<file path="src/rtl/masked_random_source_pkg.sv">
// Shared types, constants and lane arithmetic for the masked random source.
package masked_random_source_pkg;

  // Seed substituted for an all-zero word; xorshift32 never leaves zero.
  localparam logic [31:0] XORSHIFT_ZERO_SUBST = 32'h9E3779B9;

  typedef logic [31:0] rand_lane_t;

  typedef enum logic [1:0] {
    ST_UNSEEDED = 2'd0,
    ST_SEEDING  = 2'd1,
    ST_RUNNING  = 2'd2
  } rng_state_e;

  // One xorshift32 step (13/17/5 triple).
  function automatic rand_lane_t xorshift32_next(input rand_lane_t x);
    rand_lane_t t;
    t = x ^ (x << 5'd13);
    t = t ^ (t >> 5'd17);
    t = t ^ (t << 5'd5);
    return t;
  endfunction

  // Replace a zero seed with a non-zero constant so the lane cannot lock up.
  function automatic rand_lane_t seed_guard(input rand_lane_t s);
    return (s == 32'h0000_0000) ? XORSHIFT_ZERO_SUBST : s;
  endfunction

endpackage

</file>
<file path="src/rtl/masked_random_source_xorshift32_lane.sv">
// One 32-bit xorshift32 generator lane with a guarded seed-load path.
module masked_random_source_xorshift32_lane
  import masked_random_source_pkg::*;
(
  input  logic        in_clock,
  input  logic        in_reset,
  input  logic        in_load,
  input  logic [31:0] in_seed,
  input  logic        in_step,
  output logic [31:0] out_state
);

  rand_lane_t state_q;
  rand_lane_t state_d;

  // Load takes priority over stepping; otherwise hold the current state.
  always_comb begin
    state_d = state_q;
    if (in_load) begin
      state_d = seed_guard(in_seed);
    end else if (in_step) begin
      state_d = xorshift32_next(state_q);
    end else begin
      state_d = state_q;
    end
  end

  // Lane state register, cleared asynchronously.
  always_ff @(posedge in_clock or posedge in_reset) begin
    if (in_reset) begin
      state_q <= 32'h0000_0000;
    end else begin
      state_q <= state_d;
    end
  end

  assign out_state = state_q;

endmodule

</file>
<file path="src/rtl/masked_random_source.sv">
// Random-bit producer for masked gadgets: serially seeded xorshift32 lanes,
// valid/ready delivery and a draw budget that raises a reseed request.
module masked_random_source
  import masked_random_source_pkg::*;
#(
  parameter int RAND_WIDTH = 16,
  parameter int MAX_DRAWS  = 1024
) (
  input  logic                  in_clock,
  input  logic                  in_reset,
  input  logic [31:0]           in_seed,
  input  logic                  in_seed_valid,
  output logic                  out_seed_ready,
  output logic [RAND_WIDTH-1:0] out_random,
  output logic                  out_valid,
  input  logic                  in_ready,
  output logic                  out_reseed_req
);

  localparam int NUM_LANES = (RAND_WIDTH + 31) / 32;
  localparam int LANE_BITS = NUM_LANES * 32;
  localparam int LCNT_W    = (NUM_LANES > 1) ? $clog2(NUM_LANES) : 1;
  localparam int DRAW_W    = $clog2(MAX_DRAWS + 1);

  localparam logic [LCNT_W-1:0] LAST_LANE = LCNT_W'(NUM_LANES - 1);
  localparam logic [DRAW_W-1:0] DRAW_MAX  = DRAW_W'(MAX_DRAWS);

  rng_state_e          state_q, state_d;
  logic [LCNT_W-1:0]   lane_cnt_q, lane_cnt_d;
  logic [DRAW_W-1:0]   draw_q, draw_d;

  logic                handshake_s;
  logic                load_word_s;
  logic                seed_done_s;
  logic [LANE_BITS-1:0] lanes_flat_s;

  assign handshake_s = (state_q == ST_RUNNING) && in_ready;
  assign load_word_s = (state_q == ST_SEEDING) && in_seed_valid;
  assign seed_done_s = load_word_s && (lane_cnt_q == LAST_LANE);

  // FSM state register.
  always_ff @(posedge in_clock or posedge in_reset) begin
    if (in_reset) begin
      state_q <= ST_UNSEEDED;
    end else begin
      state_q <= state_d;
    end
  end

  // FSM next state; the cycle that requests seeding never consumes a word.
  always_comb begin
    state_d = state_q;
    case (state_q)
      ST_UNSEEDED: state_d = in_seed_valid ? ST_SEEDING : ST_UNSEEDED;
      ST_SEEDING:  state_d = seed_done_s ? ST_RUNNING : ST_SEEDING;
      ST_RUNNING:  state_d = in_seed_valid ? ST_SEEDING : ST_RUNNING;
      default:     state_d = ST_UNSEEDED;
    endcase
  end

  // FSM outputs: seed port open only while seeding, bits valid only while running.
  always_comb begin
    out_seed_ready = 1'b0;
    out_valid      = 1'b0;
    case (state_q)
      ST_SEEDING: out_seed_ready = 1'b1;
      ST_RUNNING: out_valid      = 1'b1;
      default: begin
        out_seed_ready = 1'b0;
        out_valid      = 1'b0;
      end
    endcase
  end

  // Lane pointer and saturating draw counter next-state.
  always_comb begin
    lane_cnt_d = lane_cnt_q;
    draw_d     = draw_q;
    if (seed_done_s) begin
      lane_cnt_d = '0;
      draw_d     = '0;
    end else if (load_word_s) begin
      lane_cnt_d = lane_cnt_q + LCNT_W'(1);
    end else if (handshake_s && (draw_q != DRAW_MAX)) begin
      draw_d = draw_q + DRAW_W'(1);
    end else begin
      lane_cnt_d = lane_cnt_q;
      draw_d     = draw_q;
    end
  end

  // Counter registers.
  always_ff @(posedge in_clock or posedge in_reset) begin
    if (in_reset) begin
      lane_cnt_q <= '0;
      draw_q     <= '0;
    end else begin
      lane_cnt_q <= lane_cnt_d;
      draw_q     <= draw_d;
    end
  end

  assign out_reseed_req = (draw_q == DRAW_MAX);

  for (genvar gi = 0; gi < NUM_LANES; gi++) begin : g_lane
    logic load_s;
    assign load_s = load_word_s && (lane_cnt_q == LCNT_W'(gi));
    masked_random_source_xorshift32_lane u_lane (
      .in_clock  (in_clock),
      .in_reset  (in_reset),
      .in_load   (load_s),
      .in_seed   (in_seed),
      .in_step   (handshake_s),
      .out_state (lanes_flat_s[gi*32 +: 32])
    );
  end

  // Bits of the last lane above RAND_WIDTH keep advancing but are not exposed.
  if (LANE_BITS > RAND_WIDTH) begin : g_trunc
    logic unused_top_s;
    assign unused_top_s = ^lanes_flat_s[LANE_BITS-1:RAND_WIDTH];
  end

  assign out_random = lanes_flat_s[RAND_WIDTH-1:0];

endmodule
</file>
<file path="config.mk">
export PLATFORM = sky130hd
export DESIGN_NAME = masked_random_source
export DESIGN_NICKNAME = d
export VERILOG_FILES = /design/src/rtl/masked_random_source_pkg.sv /design/src/rtl/masked_random_source_xorshift32_lane.sv /design/src/rtl/masked_random_source.sv
export SDC_FILE = /design/constraint.sdc
export NUM_CORES = 1
export LEC_CHECK = 0
export CORE_UTILIZATION = 54
export DETAILED_ROUTE_END_ITERATION = 10
export PLACE_DENSITY = 0.81
export SYNTH_ARGS = -nofsm -noshare
export SYNTH_HDL_FRONTEND = slang
export SYNTH_HIERARCHICAL = 1
export SYNTH_SLANG_ARGS = --single-unit
</file>
<file path="constraint.sdc">
create_clock -name in_clock -period 2.5 [get_ports in_clock]
set_input_delay 0.5 -clock in_clock [delete_from_list [all_inputs] [get_ports in_clock]]
set_output_delay 0.5 -clock in_clock [all_outputs]
set_load 0.1 [all_outputs]
</file>
; ---- After elaboration in Yosys (flattened, before gate mapping)
; Cells that the tools add are included.
[word_totals]
ff_bits = 46
latch_bits = 0
mem_bits_rw = 0
mem_bits_ro = 0
output_inout_bits = 19
memories = 0
[op_classes]
add_sub_neg = 2
multipliers = 0
n_div = 0
magnitude_cmp = 0
eq_ne = 5
n_shift = 0
n_mux = 14
bitwise = 4
reduce_logical = 10
[op_table]
columns = op, count
row1 = $mux W32, 3
row2 = $xor A32 B32 Y32, 2
row3 = $mux W11, 3
row4 = $logic_not A32 Y1, 1
row5 = $xor A32 B15 Y32, 1
row6 = $add A11 B1 Y11 const B, 1
row7 = $eq A11 B11 Y1 const B, 1
row8 = $ne A11 B11 Y1 const B, 1
row9 = $pmux W2 S3, 1
row10 = $reduce_bool A2 Y1, 3
row11 = $mux W1, 5
row12 = $logic_and A1 B1 Y1, 4
row13 = $mux W2, 2
row14 = $eq A2 B1 Y1 const B, 1
row15 = $eq A2 B2 Y1 const B, 1
row16 = $logic_not A2 Y1, 1
row17 = $ne A2 B1 Y1 const B, 1
row18 = $reduce_and A2 Y1, 1
row19 = $add A1 B1 Y1 const B, 1
row20 = $not A1 Y1, 1

; ---- Longest topological paths before layout
[depth]
word_depth = 6
ltp_mapped = 9
ltp_nobuf = 6

; ---- By module
; The synthesis kept the hierarchy.
[by_module_without_submodules]
columns = mod, n_inst, cells_per_inst, area_each_um2, seq_area_each_um2
row1 = masked_random_source_xorshift32_lane, 1, 250, 2476.1, 800.8
row2 = masked_random_source, 1, 78, 757.0, 350.3

; ---- Worst setup path before layout
; Ideal clock, no wire load.
[synth_path]
path_kind = register -> register
start = register state_q[1]
end = register g_lane[0].u_lane.state_q[1]
arrival_ns = 3.314
t_required_ns = 2.365
slack_ns = -0.949
stages_incl_launch_ff = 8
path_cell_list = dfrtp_1 -> nor2b_1 -> and3_1 -> buf_2 -> clkbuf_1 -> clkbuf_1 -> clkbuf_1 -> o21ai_0
[synth_between]
elab_chain_cells = 4
word_cells_on_any_way = 7
classes_between = 2 x eq/ne / 1 x mux / 4 x reduce/logical
[synth_rtl]
columns = element, line
row1 = from (decl), masked_random_source.sv:28  ; rng_state_e state_q, state_d;
row2 = from (signal assigned), masked_random_source.sv:46  ; state_q <= state_d;
row3 = $eq A2 B1 Y1 (*), masked_random_source.sv:38  ; assign load_word_s = (state_q == ST_SEEDING) && in_seed_valid;
row4 = $logic_and A1 B1 Y1 (*), masked_random_source.sv:38
row5 = $logic_and A1 B1 Y1 (*), masked_random_source.sv:107  ; assign load_s = load_word_s && (lane_cnt_q == LCNT_W'(gi));
row6 = net g_lane[0].load_s, masked_random_source.sv:106  ; logic load_s;
row7 = $mux W32 or $reduce_bool A2 Y1 (tied branches), n/a
row8 = to (signal assigned), masked_random_source_xorshift32_lane.sv:33  ; state_q <= state_d;
row9 = to (decl), masked_random_source_xorshift32_lane.sv:13  ; rand_lane_t state_q;
; The timed path passes the listed nets; every way through them passes the cells marked *.
; A chain may end at the register's enable or synchronous reset.

; ---- Worst setup path after layout
[layout_path]
start = register draw_q[5]
end = output out_reseed_req
[layout_between]
elab_chain_cells = 1
[layout_rtl]
columns = element, line
row1 = from (decl), masked_random_source.sv:30  ; logic [DRAW_W-1:0] draw_q, draw_d;
row2 = from (signal assigned), masked_random_source.sv:99  ; draw_q <= draw_d;
row3 = $eq A11 B11 Y1, masked_random_source.sv:103  ; assign out_reseed_req = (draw_q == DRAW_MAX);
row4 = to (decl), masked_random_source.sv:17  ; output logic out_reseed_req
; Every way passes these cells.

==> qor.txt <==
outcome: finished clean
Die Footprint: 0.006300 mm²
Remaining Overflow, GRT: 0
fin crit share: 0.9116
Post-Place Setup Slack: 0.2243 ns
clock root buffer: sky130_fd_sc_hd__clkbuf_8
global-route wire length before repair: 13250 µm
post-layout minimum cycle time: 2.279 ns
Top FF cell, synth: sky130_fd_sc_hd__dfrtp_1
Pleak: 1.665 nW
final total negative setup slack: 0 ns
proportion of power drawn by combinational gates: 0.675
Port Buffer Count: 54
category of the worst setup path launch point: register
via-per-instance ratio: 6.080
largest driver fanout on the critical path: 6
Std-Cell Rows: 27
adder-cell area share of the yosys netlist: 0.007740
routability congestion estimate from global placement: 0.8475
Mapped Area: 0.003233 mm²
Synthesized Nets: 366
Seq pwr share: 0.249
Pwr Density: 1546 mW/mm²
fraction of the mapped netlist area in compound gates: 0.1385
TritonCTS Buffers: 5
worst setup margin: 0.2211 ns
Syn. warnings: 6
endpoint arrival time on the critical path: 1.78 ns
count of unique library cells instantiated by Yosys: 45
fillcell total: 433
initial antenna violation count: 0
slowest library cell on the worst path: sky130_fd_sc_hd__nor4_1
clock latency of the later-clocked register in the worst-skew pair: 0.30 ns
Relative slew margins: 0.6066
portion of netlist area occupied by mux cells: 0.006579
Worst VDD drop: 0.0009079 V
initial core utilization: 0.5731
final WL: 8091 µm
post-layout instance count excluding filler cells: 448
kind of end point of the critical path: output pin
count of TritonRoute iterations in the first routing pass: 4
CTS tree: done
switching pwr: 2.995 mW
post-cts repair resize count: 0
final routed wire length divided by cell count: 18.06 µm
layout cells sized above 1: 0.1144
H-tree levels: 2
die extent in y: 79.38 µm
total count of max-transition violations in the final report: 0
Via Count: 2724
ANT nets after route: 0
largest net degree at the start of global routing: 47
chip width: 79.38 µm
total setup buffers inserted after CTS: 0
per-instance average area after synthesis: 9.857 µm²
Synth Area in Simple Gates: 0.1877
post-route core utilization: 0.6919
part of the total power dissipated in the clock network: 0.076
via count of the first global-routing pass: 2560
iteration-0 DRC count of the detailed router: 254
Hold Crit Class: reg2reg
number of buffers and inverters on the critical path: 1
xor-xnor portion of the synthesized cell area: 0.2574
count of nets after finishing: 415
area delta synth->final: 20.74%
global-route usage over all layers: 0.2783
Setup Viol. Count Final: 0
largest family of logic cells by synthesized area: XOR/XNOR gates
cell-internal power: 3.039 mW
Hold Buf Count CTS: 0
number of buffers between clock root and the deepest sink: 2
number of enable flip-flop cells after synthesis: 0
most common cell after layout, fill and taps aside: sky130_fd_sc_hd__dfrtp_1
area of the core region: 0.005642 mm²
leading cell types in the layout, fill and taps excluded: 46 x sky130_fd_sc_hd__dfrtp_1, 35 x sky130_fd_sc_hd__clkdlybuf4s50_1, 33 x sky130_fd_sc_hd__xnor2_1
WP data required: 2.00 ns
cells after synthesis: 328
class of the most critical setup path: reg2out
DRC violations left: 0
longest individual stage delay on the worst path: 0.56 ns
RSZ-0062 raised after global routing: no
Detailed Place HPWL: 6010 µm
kind of cell with the highest combined delay on the critical path: simple AND/OR/NAND/NOR gates
Final Hold Fails: 0
clk slew on worst S/H paths: 0.08 ns
num ports: 55
Yosys reg bits: 46
switching share of total power: 0.4964
chain of cells forming the critical path: nor4_1 -> and3_1 -> buf_12
ys async rst share: 1.000
placed cell count: 442
part of the Yosys area used for sequential elements: 0.3560
slew at the pin closest to its max-slew limit: 0.5847 ns
reported max-cap violation count: 0
fmax: 438.8 MHz
clock skew after layout: 0.006116 ns
Inserted Diodes: 0
Clock Sink Count: 46
-- worst paths after layout --
kind,start,slack (ns),end,cells after the start
min,lane_cnt_q$_DFFE_PP0P_,0.52,lane_cnt_q$_DFFE_PP0P_,2
min reg2reg,lane_cnt_q$_DFFE_PP0P_,0.52,lane_cnt_q$_DFFE_PP0P_,2
max,draw_q[5]$_DFFE_PP0P_,0.22,out_reseed_req,3
max reg2reg,g_lane[0].u_lane/out_state[13]$_DFFE_PP0P_,0.62,g_lane[0].u_lane/out_state[9]$_DFFE_PP0P_,4
max in group asynchronous,in_reset,1.56,draw_q[4]$_DFFE_PP0P_,2
min in group asynchronous,in_reset,0.58,draw_q[1]$_DFFE_PP0P_,2
-- metal layers --
layer  global-route usage  part of all wire  up-vias
met4              0.08000             0.017        0
met5                    0                 0        -
met2               0.4112              0.46      109
li1                     -                 -     1278
met3              0.05257             0.078       13
met1               0.4154              0.45     1324
-- kinds of logic after synthesis --
family / after synthesis
compound gates: 63
xor+xnor: 69
fa+ha+maj: 2
buf+inv: 34
flops: 46
mux: 2
simple gates: 112
-- state kept, by name, summed over array words and instances (netlist names) --
register and flops:
lane_cnt_q 1, state_q 2, draw_q 11, g_lane.u_lane/out_state 32
-- synth_stat cells, types with 10 or more instances --
cell,count,area [µm²]
sky130_fd_sc_hd__xnor2_1,33,289.0
sky130_fd_sc_hd__a211oi_1,19,142.6
sky130_fd_sc_hd__xor2_1,18,157.7
sky130_fd_sc_hd__inv_1,15,56.30
sky130_fd_sc_hd__clkbuf_1,10,37.54
sky130_fd_sc_hd__o21ai_0,12,60.06
sky130_fd_sc_hd__xnor3_1,12,270.3
sky130_fd_sc_hd__nor4_1,11,68.82
sky130_fd_sc_hd__dfrtp_1,46,1151
sky130_fd_sc_hd__and4_1,10,87.58
sky130_fd_sc_hd__nor2_1,32,120.1
sky130_fd_sc_hd__nand2_1,18,67.56
-- power by group through the flow --
stage	logic, mW	clock network (mW)	registers (mW)
4_1_cts	4.08	0.466	1.49
3_5_place_dp	4.07	0	1.50
2_1_floorplan	2.52	0	2.25
6_report	4.08	0.458	1.50
5_1_grt	4.36	0.503	1.54
3_3_place_gp	3.96	0	1.48
-- metrics by stage --
step	area, µm²	hold WS [ns]	total power, mW
3_5_place_dp	3821	0.5054	5.565
6_report	3904	0.5194	6.034
5_1_grt	3904	0.5884	6.412
4_1_cts	3904	0.5213	6.038
2_1_floorplan	3242	0.3892	4.776
3_3_place_gp	3821	0.5023	5.444
-- worst register-to-register path, cell delays in order (launching register included) --
cell,delay (ns)
sky130_fd_sc_hd__dfrtp_1,0.46
sky130_fd_sc_hd__xnor2_1,0.43
sky130_fd_sc_hd__xor3_1,0.43
sky130_fd_sc_hd__or3_1,0.31
sky130_fd_sc_hd__a31oi_1,0.17
-- cell type report --
class,instances,area (µm²),share of cell area
multi-input combinational,248,1941,0.4971
sequential,46,1151,0.2949
timing repair buffer,61,583.1,0.1494
tap,72,90.09,0.02308
clock buffer,6,82.58,0.02115
inverter,15,56.30,0.01442
Power figures use the tool's default switching activity.
